**config.mk**
```make
export PLATFORM = sky130hd
export DESIGN_NAME = pc_redirect_unit
export DESIGN_NICKNAME = d
export VERILOG_FILES = /design/src/rtl/mips_pc_pkg.sv /design/src/rtl/branch_target_adder.sv /design/src/rtl/pc_redirect_unit.sv
export SDC_FILE = /design/constraint.sdc
export NUM_CORES = 1
export LEC_CHECK = 0
export ABC_AREA = 1
export CAP_MARGIN = 20
export CORE_MARGIN = 3
export CORE_UTILIZATION = 51
export DETAILED_ROUTE_END_ITERATION = 12
export GPL_TIMING_DRIVEN = 0
export PLACE_DENSITY = 0.8
export SLEW_MARGIN = 5
export SYNTH_ARGS = -nofsm -noshare
export SYNTH_HDL_FRONTEND = slang
export SYNTH_SLANG_ARGS = --single-unit
```
**constraint.sdc**
```tcl
create_clock -name clk_i -period 2.8 [get_ports clk_i]
set_input_delay 0.42 -clock clk_i [delete_from_list [all_inputs] [get_ports clk_i]]
set_output_delay 0.42 -clock clk_i [all_outputs]
set_load 0.01 [all_outputs]
```
**src/rtl/mips_pc_pkg.sv**
```systemverilog
// ---------------------------------------------------------------------------
// mips_pc_pkg
// Shared definitions for the program-counter stage and the branch
// resolution logic: PC width, reset vector, PC increment, redirect source
// encoding and the redirect FSM state type.
// ---------------------------------------------------------------------------
package mips_pc_pkg;

    localparam int          PC_W             = 32;
    localparam logic [31:0] RESET_PC_DEFAULT = 32'h0000_0000;
    localparam logic [31:0] PC_INC           = 32'd4;

    typedef enum logic [1:0] {
        SRC_NONE,
        SRC_BRANCH,
        SRC_JUMP
    } redirect_src_t;

    typedef enum logic {
        ST_IDLE,
        ST_PEND
    } pc_state_t;

    // A jump outranks a taken branch issued in the same cycle.
    function automatic redirect_src_t select_src(input logic jump, input logic branch_taken);
        if (jump)
            return SRC_JUMP;
        else if (branch_taken)
            return SRC_BRANCH;
        else
            return SRC_NONE;
    endfunction

endpackage

```
**src/rtl/branch_target_adder.sv**
```systemverilog
// ---------------------------------------------------------------------------
// branch_target_adder
// Pure combinational target formation for branches and J-type jumps.
//   branch_pc4   : PC+4 of the branch/jump instruction
//   offset_sl2   : sign-extended offset, already shifted left by two
//   jump_target  : instr[25:0] of a J-type instruction
//   branch_tgt   : branch_pc4 + offset_sl2 (wraps modulo 2^DATA_W)
//   jump_tgt     : {branch_pc4[31:28], jump_target, 2'b00}
// ---------------------------------------------------------------------------
module branch_target_adder
    import mips_pc_pkg::*;
#(
    parameter int DATA_W = PC_W
) (
    input  logic [DATA_W-1:0] branch_pc4,
    input  logic [DATA_W-1:0] offset_sl2,
    input  logic [25:0]       jump_target,
    output logic [DATA_W-1:0] branch_tgt,
    output logic [DATA_W-1:0] jump_tgt
);

    assign branch_tgt = branch_pc4 + offset_sl2;

    // The jump stays inside the 256 MB region of the delay-slot PC.
    assign jump_tgt = {branch_pc4[DATA_W-1:DATA_W-4], jump_target, 2'b00};

endmodule

```
**src/rtl/pc_redirect_unit.sv**
```systemverilog
// ---------------------------------------------------------------------------
// pc_redirect_unit
// Architectural PC register with next-PC selection. A redirect (taken branch
// or jump) raised while the pipeline is stalled is parked in a one-entry
// slot and applied on the first unstalled cycle; while parked, younger
// redirects are dropped because the older one squashes them.
//
// Optional build macro: REDIRECT_CNT_EN adds redirect_cnt_o, a saturating
// count of cycles in which redirect_o was high.
//
// Ports:
//   clk_i, rst_i       clock, synchronous active-high reset
//   stall_i            hold the PC
//   branch_taken_i     taken branch this cycle
//   jump_i             J-type jump this cycle (wins over branch)
//   branch_pc4_i       PC+4 of the branch/jump
//   offset_sl2_i       shifted branch offset
//   jump_target_i      instr[25:0] of the jump
//   pc_o               current PC (registered)
//   pc_plus4_o         pc_o + 4
//   redirect_o         pc_o was just loaded with a redirect target
//   pending_o          redirect parked, waiting for the stall to clear
//   redirect_cnt_o     (REDIRECT_CNT_EN only) saturating redirect count
//
// state   | meaning
// ST_IDLE | no parked redirect; PC advances or takes a fresh redirect
// ST_PEND | redirect parked in buf_tgt until stall_i drops
// ---------------------------------------------------------------------------
module pc_redirect_unit
    import mips_pc_pkg::*;
#(
    parameter int                DATA_W   = PC_W,
    parameter logic [DATA_W-1:0] RESET_PC = RESET_PC_DEFAULT[DATA_W-1:0]
) (
    input  logic              clk_i,
    input  logic              rst_i,
    input  logic              stall_i,
    input  logic              branch_taken_i,
    input  logic              jump_i,
    input  logic [DATA_W-1:0] branch_pc4_i,
    input  logic [DATA_W-1:0] offset_sl2_i,
    input  logic [25:0]       jump_target_i,
    output logic [DATA_W-1:0] pc_o,
    output logic [DATA_W-1:0] pc_plus4_o,
    output logic              redirect_o,
    output logic              pending_o
`ifdef REDIRECT_CNT_EN
    ,
    output logic [15:0]       redirect_cnt_o
`endif
);

    logic [DATA_W-1:0] branch_tgt;
    logic [DATA_W-1:0] jump_tgt;
    logic [DATA_W-1:0] sel_tgt;
    logic              req;
    redirect_src_t     src;

    pc_state_t         state;
    logic [DATA_W-1:0] pc_q;
    logic [DATA_W-1:0] buf_tgt;
    logic              redirect_q;

    branch_target_adder #(
        .DATA_W (DATA_W)
    ) u_tgt (
        .branch_pc4  (branch_pc4_i),
        .offset_sl2  (offset_sl2_i),
        .jump_target (jump_target_i),
        .branch_tgt  (branch_tgt),
        .jump_tgt    (jump_tgt)
    );

    always_comb begin
        src     = select_src(jump_i, branch_taken_i);
        req     = (src != SRC_NONE);
        sel_tgt = branch_tgt;
        if (src == SRC_JUMP)
            sel_tgt = jump_tgt;
    end

    always_ff @(posedge clk_i) begin
        if (rst_i) begin
            state      <= ST_IDLE;
            pc_q       <= RESET_PC;
            buf_tgt    <= '0;
            redirect_q <= 1'b0;
        end else begin
            case (state)
                ST_IDLE: begin
                    if (!stall_i) begin
                        redirect_q <= req;
                        if (req)
                            pc_q <= sel_tgt;
                        else
                            pc_q <= pc_q + PC_INC[DATA_W-1:0];
                    end else begin
                        redirect_q <= 1'b0;
                        if (req) begin
                            buf_tgt <= sel_tgt;
                            state   <= ST_PEND;
                        end
                    end
                end
                ST_PEND: begin
                    // Any request arriving here is younger than the parked
                    // one and is discarded, stalled or not.
                    if (!stall_i) begin
                        pc_q       <= buf_tgt;
                        redirect_q <= 1'b1;
                        state      <= ST_IDLE;
                    end else begin
                        redirect_q <= 1'b0;
                    end
                end
                default: begin
                    state      <= ST_IDLE;
                    redirect_q <= 1'b0;
                end
            endcase
        end
    end

    assign pc_o       = pc_q;
    assign pc_plus4_o = pc_q + PC_INC[DATA_W-1:0];
    assign redirect_o = redirect_q;
    assign pending_o  = (state == ST_PEND);

`ifdef REDIRECT_CNT_EN
    logic [15:0] cnt_q;

    always_ff @(posedge clk_i) begin
        if (rst_i)
            cnt_q <= '0;
        else if (redirect_q && (cnt_q != 16'hFFFF))
            cnt_q <= cnt_q + 16'd1;
    end

    assign redirect_cnt_o = cnt_q;
`endif

endmodule
```
==> results.toml <==
[critical_path]
r2r-start = "pending_o"
regToRegSetupSlack_ns = 0.76
critPathTopFamily = "buffers and inverters"
crit_buf_inv = 2
cpPeakStageDelay_ns = 0.59
endpoint_kind = "primary output"
critPathArrivalTime_ns = 2.39
cp_data_required_time_ns = 2.38
crit_path_cell_trace = "inv_1 > nor3_1 > nand2_1 > nor3_2 > xor2_1 > clkdlybuf4s50_1"
crit_type = "reg2out"
reg2reg_to = "buf_tgt[24]"
startpoint_type = "flip-flop"
critPathMaxFanout = 4
crit_path_top_delay_cell = "clkdlybuf4s50_1"
rr_worst_depth = 9

[grt]
first_global_vias = 7154
grt_pass1_wl_um = 34700
antenna_found_initial = 0
grt_usage_pct = 30.6
grt_max_degree = 11
grt_overflow_total = 0

[floorplan]
start_util_pct = 52.5
rows = 40
die_area_um2 = 13800
dieHeight_um = 117
ios = 161
die_w_um = 117
core_um2 = 12100

[yosys]
synth.most_common_cell = "nand2_1"
synthTopCellsByArea = "nand2_1 22%, dfxtp_1 21%, inv_1 11%"
synth_xor_area_share_pct = 4.37
synth.avg_cell_area_um2 = 5.67
netlist_area_um2 = 6330
ys_ff_latch = 66
synth_ff_type = "dfxtp_1"
yosys_warnings = 0
synth_commonest_cells = "375 x nand2_1, 187 x inv_1, 89 x nor2_1"
synth_adder_area_share_pct = 6.64
syn-num-nets = 1243
syn_inst = 1115
synth-async-reset-ratio_pct = 0
synth_top_family_by_area = "simple AND/OR/NAND/NOR gates"
yosysTopAreaCell = "nand2_1"
ys_seq_area_share_pct = 20.9
synth_simple_gate_area_share_pct = 41.8
synthMuxAreaShare_pct = 0
ys_types = 46
synth_compound_area_share_pct = 12.9
synth_top_area_share_pct = 22.2
synth_edf_count = 0

[cells_and_area]
fin_nets = 1417
syn_to_final_growth_pct = 36.3
seqCellArea_um2 = 1340
drive_above_1_share_pct = 7.19
postLayoutCellArea_um2 = 8630
diodes = 0
multi_input_area_um2 = 4290
fillers = 1115

[detailed_routing]
drc = 0
vias = 7671
ant_nets = 0
drt_iter0_drc = 706
vias_per_cell = 5.25
routed_wl_um = 21700
drt_first_pass_iters = 5
wl_per_cell_um = 14.9

[clock_tree]
clk_latency_ns = 0.34
numCtsBuffers = 9
clockBufferDepth = 2
clkSinkCount = 66
cts_max_level = 3
clkTransAtPathRegs_ns = 0.05
hold_buffers = 0
cts_tree = "done"
root_buffer = "clkbuf_16"

[run_status]
status = "complete, but fails checks"
violations = "setup timing"

[timing]
rsz0062_at_grt = "true"
hold_viol = 0
final.min_clock_period_ns = 2.81
max_slew_margin_pct = 57.0
max_freq_mhz = 356
skew_ns = 0.00359
worstMarginPinSlew_ns = 0.645
setup_violations = 1
min_period_over_period_pct = 100
final_max_slew_viol_count = 0
setup_ws_ns = -0.0109
whs_ns = 0.494
finalSetupTns_ns = -0.0109

[job]
maxCapViolations = 0

[placement]
pre_cts_ws_ns = 0.0252
io_buffers = 159
place_congestion = 0.981
dp_hpwl_um = 17600
dpl_cell_area_um2 = 8130

[power]
power_mw = 3.55
power_density_nw_per_um2 = 411
vdd_drop_max_uv = 376
leakagePower_nw = 4.49

[hold_path]
hp-start = "buf_tgt[1]"
whs_path_depth = 2
min_path_type = "reg2reg"
hold_path_end = "buf_tgt[1]"
-- worst max path at each step --
stage / to / cells after the start / slack (ns) / start
3_5_place_dp: pc_o[24] / 14 / 0.03 / branch_pc4_i[0]
2_1_floorplan: buf_tgt[10] / 13 / 0.70 / branch_pc4_i[0]
3_3_place_gp: buf_tgt[10] / 14 / 0.08 / branch_pc4_i[0]
4_1_cts: pc_plus4_o[20] / 7 / -0.03 / pc_o[3]
5_1_grt: pc_plus4_o[19] / 6 / -0.13 / pc_o[4]
6_report: pc_plus4_o[19] / 6 / -0.01 / pc_o[4]
-- report_power, final --
| group | switching (mW) | leakage, nW | internal, mW |
|---|---|---|---|
| sequential | 0.0822 | 0.551 | 1.03 |
| combinational | 0.714 | 3.79 | 0.555 |
| clock | 0.417 | 0.152 | 0.756 |
-- cells by family (layout without fill, tap and decap cells) --
| kind of cell | count (synthesis) | in the layout |
|---|---|---|
| compound gates | 149 | 149 |
| fa+ha+maj | 33 | 33 |
| xor+xnor | 29 | 29 |
| flops | 66 | 66 |
| simple gates | 618 | 618 |
| buf+inv | 220 | 398 |
-- cells in the final DEF (no fill, tap or decap), drive strengths merged, types with 7 or more instances in the layout --
cell | synthesis | routed
nand2 | 376 | 376
inv | 189 | 189
clkdlybuf4s50 | 0 | 152
nor2 | 100 | 100
nand3 | 88 | 88
a21oi | 73 | 73
dfxtp | 66 | 66
o21ai | 50 | 50
ha | 32 | 32
clkbuf | 14 | 27
buf | 15 | 19
nor3 | 17 | 17
xor2 | 15 | 15
xnor2 | 14 | 14
or2 | 14 | 14
nand4 | 10 | 10
o221ai | 7 | 7
-- state kept, by name, indices dropped and copies added, names as in the netlist --
signal,flops
buf_tgt,32
pending_o,1
redirect_o,1
pc_o,32
-- area by class of cell --
cell class	count	share of cell area, %
plain buffers	29	1.51
clock buffers	13	3.13
clock inverters	2	0.406
inverters	191	8.31
multi-input cells	829	49.7
flip-flops and latches	66	15.6
well taps	168	2.44
repair buffers	163	19.0
-- per-layer routing --
metal / up-vias / routed length, um / GRT usage [%]
li1: 3856 / - / -
met1: 3449 / 9470 / 41.5
met2: 323 / 9910 / 49.5
met3: 43 / 1850 / 5.64
met4: 0 / 510 / 9.75
met5: - / 0 / 0
-- timing repair --
action	4_1_cts	5_1_grt
endpoints found under the hold margin	0	0
gates resized for setup	8	40
setup buffers	2	2
setup endpoints to repair	11	21
pin swaps	2	4
-- worst reg2reg max path: stages, from the launching register on --
cell and delay (ns):
dfxtp_1 0.35, buf_2 0.30, nor2_8 0.12, inv_2 0.20, nor2_2 0.07, inv_2 0.15, clkbuf_1 0.47, a21oi_1 0.14
nand2_1 0.10, inv_1 0.04
-- per-stage QoR --
stage	cells	util [%]
floorplan	1115	-
global placement	1442	67.4
detailed placement	1442	67.4
CTS	1459	70.4
global route	1461	71.5
finish	1461	71.5
No activity file was read; power rests on OpenSTA's default activity.
